$ cat src/rtl/tt_um_halfadder_serial_ctrl.sv
// rtl/tt_um_halfadder_serial_ctrl.sv - bit-serial 4-bit add/subtract unit with IDLE/RUN/DONE control
`timescale 1ns/1ps
module tt_um_halfadder_serial_ctrl (
  input  logic       clk,
  input  logic       rst_n,
  input  logic       ena,
  input  logic [7:0] ui_in,
  input  logic [7:0] uio_in,
  output logic [7:0] uo_out,
  output logic [7:0] uio_out,
  output logic [7:0] uio_oe
);

  typedef enum logic [1:0] {
    IDLE = 2'd0,
    RUN  = 2'd1,
    DONE = 2'd2
  } state_t;

  state_t      r_state;
  state_t      w_next;
  logic        r_start_q;
  logic [3:0]  r_a;
  logic [3:0]  r_b;
  logic        r_carry;
  logic [1:0]  r_cnt;
  logic [3:0]  r_partial;
  logic [3:0]  r_result;
  logic        r_cout;
  logic        r_ovf;

  logic        w_start_pulse;
  logic        w_mode;
  logic        w_ha1_s;
  logic        w_ha1_c;
  logic        w_sum;
  logic        w_ha2_c;
  logic        w_cout;
  logic        w_last;
  logic        w_unused;

  assign w_start_pulse = uio_in[0] & ~r_start_q;
  assign w_mode        = uio_in[1];
  assign w_last        = (r_cnt == 2'd3);

  // Full adder as two half adders; the carry flop closes the loop between bits.
  assign w_ha1_s = r_a[0] ^ r_b[0];
  assign w_ha1_c = r_a[0] & r_b[0];
  assign w_sum   = w_ha1_s ^ r_carry;
  assign w_ha2_c = w_ha1_s & r_carry;
  assign w_cout  = w_ha1_c | w_ha2_c;

  always_ff @(posedge clk or negedge rst_n) begin
    if (!rst_n) begin
      r_state <= IDLE;
    end else if (ena) begin
      r_state <= w_next;
    end
  end

  always_comb begin
    w_next = r_state;
    case (r_state)
      IDLE:    if (w_start_pulse) w_next = RUN;
      RUN:     if (w_last)        w_next = DONE;
      DONE:    if (w_start_pulse) w_next = RUN;
      default:                    w_next = IDLE;
    endcase
  end

  always_ff @(posedge clk or negedge rst_n) begin
    if (!rst_n) begin
      r_start_q <= 1'b0;
      r_a       <= 4'd0;
      r_b       <= 4'd0;
      r_carry   <= 1'b0;
      r_cnt     <= 2'd0;
      r_partial <= 4'd0;
      r_result  <= 4'd0;
      r_cout    <= 1'b0;
      r_ovf     <= 1'b0;
    end else if (ena) begin
      r_start_q <= uio_in[0];
      if (r_state == RUN) begin
        r_partial <= {w_sum, r_partial[3:1]};
        r_carry   <= w_cout;
        r_a       <= {1'b0, r_a[3:1]};
        r_b       <= {1'b0, r_b[3:1]};
        r_cnt     <= r_cnt + 2'd1;
        if (w_last) begin
          r_result <= {w_sum, r_partial[3:1]};
          r_cout   <= w_cout;
          // r_carry here is the carry into bit 3
          r_ovf    <= r_carry ^ w_cout;
        end
      end else if (w_start_pulse) begin
        // Subtract is A + ~B + 1: invert B and seed the carry with the mode bit.
        r_a     <= ui_in[3:0];
        r_b     <= ui_in[7:4] ^ {4{w_mode}};
        r_carry <= w_mode;
        r_cnt   <= 2'd0;
      end
    end
  end

  assign uo_out  = {(r_state == DONE), (r_state == RUN), r_ovf, r_cout, r_result};
  assign uio_out = 8'h00;
  assign uio_oe  = 8'h00;

  assign w_unused = &{1'b0, uio_in[7:2]};

endmodule

$ cat config.mk
export PLATFORM = sky130hd
export DESIGN_NAME = tt_um_halfadder_serial_ctrl
export DESIGN_NICKNAME = d
export VERILOG_FILES = /design/src/rtl/tt_um_halfadder_serial_ctrl.sv
export SDC_FILE = /design/constraint.sdc
export NUM_CORES = 1
export LEC_CHECK = 0
export ABC_CLOCK_PERIOD_IN_PS = 1400
export BUFFER_PORTS_ARGS = -buffer_cell sky130_fd_sc_hd__buf_4
export CELL_PAD_IN_SITES_DETAIL_PLACEMENT = 1
export CELL_PAD_IN_SITES_GLOBAL_PLACEMENT = 1
export CORE_MARGIN = 5
export CORE_UTILIZATION = 34
export CTS_CLUSTER_SIZE = 28
export DETAILED_ROUTE_END_ITERATION = 12
export GPL_ROUTABILITY_DRIVEN = 0
export HOLD_SLACK_MARGIN = 0.12
export PLACE_DENSITY = 0.77
export RECOVER_POWER = 25
export REMOVE_ABC_BUFFERS = 1
export SYNTH_ARGS = -nofsm -noshare
export SYNTH_HDL_FRONTEND = slang
export SYNTH_SLANG_ARGS = --single-unit
$ cat constraint.sdc
create_clock -name clk -period 1.4 [get_ports clk]
set_clock_uncertainty 0.05 [all_clocks]
set_input_delay 0 -clock clk [delete_from_list [all_inputs] [get_ports clk]]
set_output_delay 0 -clock clk [all_outputs]
set_load 0.02 [all_outputs]
**Word-level counts from Yosys, hierarchy flattened**

Cells that the tools add are included.

- Bits of input ports: 19
- Word-level logic and storage cells: 43
- Flip-flop bits (word level): 24
- Output and inout bits: 24

- Reduce and logical (&&, ||, !) cells: 7
- Add/sub/neg operators: 1
- Bitwise logic cells: 9
- Equality and inequality tests: 5
- Mux-type cells: 11

Operators by type and width:

| operator | number |
|---|---|
| $mux W4 | 4 |
| $mux W2 | 4 |
| $reduce_and A3 Y1 | 2 |
| $eq A2 B2 Y1 const B | 2 |
| $ne A2 B1 Y1 const B | 2 |
| $pmux W2 S2 | 1 |
| $reduce_and A2 Y1 | 2 |
| $xor A4 B4 Y4 | 1 |
| $and A1 B1 Y1 | 3 |
| $xor A1 B1 Y1 | 3 |
| $add A2 B1 Y2 const B | 1 |
| $eq A2 B1 Y1 const B | 1 |
| $logic_not A2 Y1 | 1 |
| $mux W1 | 2 |
| $reduce_bool A2 Y1 | 1 |
| $reduce_or A2 Y1 | 1 |
| $not A1 Y1 | 1 |
| $or A1 B1 Y1 | 1 |

**Longest topological paths before layout**

- Word-level depth: 4
- Gate-level depth with buffers: 5
- Gate-level depth less buffers: 4

**Least setup slack after synthesis**

OpenSTA, ideal clock, no wires.

- Kind: reg-to-reg
- Start point: register r_a[0]
- End point: register r_carry
- Stages on the path, launching flop included: 4
- Buffers on the path: 0
- Data required time: 1.225 ns
- Clock period less this slack: 1.517 ns
- Slack: -0.117 ns
- Data arrival time: 1.342 ns
- Cell sequence: dfrtp_1 > fa_1 > mux2_4 > mux2_4

- Longest elaborated chain between the ends: 4
- Elaborated cells between the ends (all ways): 5

RTL lines:

| item | RTL line | RTL |
|---|---|---|
| from (decl) | 23 | `logic [3:0] r_a;` |
| from (signal assigned) | 87 | `r_a <= {1'b0, r_a[3:1]};` |
| from (signal assigned) | 98 | `r_a <= ui_in[3:0];` |
| $xor A1 B1 Y1 | 47 | `assign w_ha1_s = r_a[0] ^ r_b[0];` |
| $and A1 B1 Y1 | 50 | `assign w_ha2_c = w_ha1_s & r_carry;` |
| $or A1 B1 Y1 (*) | 51 | `assign w_cout = w_ha1_c \| w_ha2_c;` |
| via w_cout | 38 | `logic w_cout;` |
| $mux W1 (*) | 84 | `if (r_state == RUN) begin` |
| to (signal assigned) | 86 | `r_carry <= w_cout;` |
| to (signal assigned) | 100 | `r_carry <= w_mode;` |
| to (decl) | 25 | `logic r_carry;` |

Mark *: on every way through the listed nets, which the timed path passes. The rest lies on a longest branch.
A chain may end at the register's enable or synchronous reset.

**Final worst setup path**

Ends and elaborated chain as after synthesis.

==> key figures <==
Setup path
  – R2R Setup Slk: -0.08 ns
  – FF-to-FF path depth: 3
  – Critical Path Sink Type: flop
  – CP arrival: 1.59 ns
  – Slowest cell on the critical path: dfrtp_1
  – CP peak stage delay: 0.41 ns
  – Crit path cell chain: fa_2 > mux2_4 > mux2_4
  – WP data required: 1.51 ns
  – Worst r2r src: r_a[0]
  – Top cell by count, worst path: mux2_4
  – Crit Path Class: reg -> reg
  – RR Endpoint: r_carry
  – Critical Path Start Type: flop
  – CP Max Fanout: 2

Routing
  – Vias: 904
  – DRT iter0 DRCs: 19
  – Post-DR vias/cell: 4.566
  – Wire per inst: approximately 15 µm
  – # DRC: 0
  – Drt first pass iters: 4
  – Final ANT Viol Nets: 0
  – Routed wire length: 3.045 mm

Clock network
  – Total CTS buffers: 3
  – Root Driver: clkbuf_8
  – CTS tree: done
  – H-tree depth: 1
  – Clk sinks: 23
  – Clock latency on the worst-skew pair: around 0.26 ns
  – Clock transition at path regs: 0.09 ns
  – Clock Tree Buf Depth: 2

Floorplan
  – Starting Density: 0.3456
  – Die Span Y: 70.54 µm
  – Die X: around 70 µm
  – DIE AREA: 4976 µm²
  – I/O pin count: 43
  – Core Region: 3606 µm²
  – Site Rows: 22

STA
  – Tcrit/Tclk final: 1.059
  – Final hold violations: 0
  – Worst-margin pin slew: 0.5962 ns
  – Slew Limit Fails: 0
  – Peak Freq: 674.5 MHz
  – TNS Setup: -0.1001 ns
  – Headroom to the max-slew limit: 0.6025
  – Setup violations, final: 5
  – Worst Slack Setup Final: -0.08267 ns
  – Period minus WS final: around 1.5 ns
  – RSZ-0062 raised after global routing: yes

Power
  – Switching pwr: around 1.2 mW
  – Pint: 2.181 mW
  – Logic pwr share: 0.531
  – Clock power share: 0.124
  – Maximum vdd drop: approximately 0.00085 V
  – Power Dens Cells: 2026 nW/µm²
  – Leak Pwr: between 0.7 and 0.8 nW
  – Switching Fraction: 0.3631
  – Sequential Power Share: 0.344

Placement
  – HPWL after detailed placement: about 2.1 mm
  – Port bufs: 20
  – Placed inst area: 1426 µm²
  – # placed instances: 174

Global route
  – Global Route Usage Sum: 0.1234
  – Largest net degree at the start of global routing: 24
  – GRT overflow: 0
  – Initial antenna violation count: 0
  – Vias in the first global route: 998
  – Global-route wire length before repair: 4.843 mm

Final layout
  – Finished Layout Cells: 198
  – Share of layout cells above drive strength 1: 0.4533
  – Final Cell Area: 1690 µm²
  – Layout Area Growth over Synthesis: 35.64%
  – Final #Nets: 172
  – N_diodes: 0
  – Post-Route Utilization: 0.4688

Synthesis
  – Synth async-reset ratio: 1.000
  – Synth top area share: 0.4618
  – Register area share after synthesis: 0.4618
  – Number of enable flip-flop cells after synthesis: 0
  – Post-synth cell types: 29
  – Synth Warn #: 0
  – Number of synthesized register bits: 23
  – Top-count cell post-synth: dfrtp_1
  – Synth area leaders: dfrtp_1, mux2_2, buf_4
  – Leading post-synthesis cells by instance count: dfrtp_1, buf_4, mux2_2
  – Synthesized area per cell: 12.10 µm²
  – Top FF cell, synth: dfrtp_1
  – Synthesized area: 1246 µm²
  – Yosys top cell by area: dfrtp_1
  – Post-Synthesis Cells: 103

Status
  – Status: finished, violations left
  – Violated checks: setup timing

Run
  – # Max-Cap Violations: 0

Worst hold path
  – Hold Crit Class: in -> reg
  – Worst Hold Path Cells: 3
  – Hold Path Sink: r_cnt[0]
  – Hold Path Origin: ena
flip-flops by register name, indices dropped and copies added, names as in the netlist:
signal	flops
r_result	4
r_cout	1
r_start_q	1
r_state	2
r_carry	1
r_b	4
r_cnt	2
r_a	4
r_ovf	1
r_partial	3
power by group through the flow:
stage | Sequential (mW) | Clock, mW | Combinational [mW]
floorplan | 1.25 | 0 | 0.887
global placement | 1.15 | 0 | 1.52
detailed placement | 1.18 | 0 | 1.61
CTS | 1.18 | 0.448 | 1.72
global route | 1.21 | 0.484 | 1.96
finish | 1.18 | 0.426 | 1.82
through the flow:
step	hold slack [ns]	total power, mW	setup slack, ns
after floorplan	-0.3456	2.137	-0.2228
after global placement	-0.1463	2.673	-0.1131
after detailed placement	-0.1318	2.785	-0.1638
after CTS	0.1253	3.347	-0.09215
after global routing	0.1320	3.664	-0.1179
final	0.1198	3.425	-0.08267
cell type report:
type	instances	area, µm²
multi-input cells	73	588.1
repair buffers	49	409.1
clock buffers	3	41.29
flip-flops and latches	23	575.6
inverters	1	8.758
clock inverters	1	7.507
well taps	48	60.06
fillers	398	1916
metal layers:
metal / part of all wire / routed length [µm] / up-vias / global-route usage
met5: 0 / 0 / - / 0
met4: 0.0089 / 27 / 0 / 0.05219
met3: 0.048 / 145 / 2 / 0.01705
met2: 0.52 / 1583 / 28 / 0.2131
met1: 0.42 / 1288 / 457 / 0.1545
li1: - / - / 417 / -
critical path, delay by kind of cell, from the launching register on:
family | cells | cell delay (ns)
adder cells (fa/ha/maj) | 1 | 0.40
multiplexers | 2 | 0.51
flip-flops | 1 | 0.41
layout by cell type, fill, tap and decap left out, drive strengths merged, types with 3 or more instances in the layout:
cell and n:
buf 35, dfrtp 23, mux2 18, conb 16, dlygate4sd3 13, nand2 5
o21ai 5, clkbuf 4, nor2b 3, xor2 3
logic make-up (layout without fill, tap and decap cells):
logic type      count (synthesis)  in the layout  share of synthesized area
other cells                     1             16                   0.003009
flops                          23             23                     0.4618
fa+ha+maj                       2              2                    0.02610
simple gates                   17             17                    0.07732
buf+inv                        22             54                     0.1305
xor+xnor                        5              5                    0.03515
compound gates                 14             14                    0.08936
mux                            19             19                     0.1767
how the worst max path moves through the flow:
| stage | from | endpoint | slack, ns | cells after the start |
|---|---|---|---|---|
| 3_5_place_dp | r_state[1] | r_a[0] | -0.16 | 3 |
| 3_3_place_gp | r_a[0] | r_carry | -0.11 | 3 |
| 4_1_cts | r_a[0] | r_carry | -0.09 | 3 |
| 5_1_grt | r_a[0] | r_carry | -0.12 | 3 |
| 6_report | r_a[0] | r_carry | -0.08 | 3 |
| 2_1_floorplan | r_state[1] | r_carry | -0.22 | 4 |
timing repair:
action                                  CTS  global route
endpoints found under the hold margin    36             1
endpoints found under the setup margin   20            17
gates resized for setup                   6             5
setup buffers                             3             4
pin swaps                                 1             1
hold buffers                             13             1
Note: power is estimated with default switching activity, not from simulation.
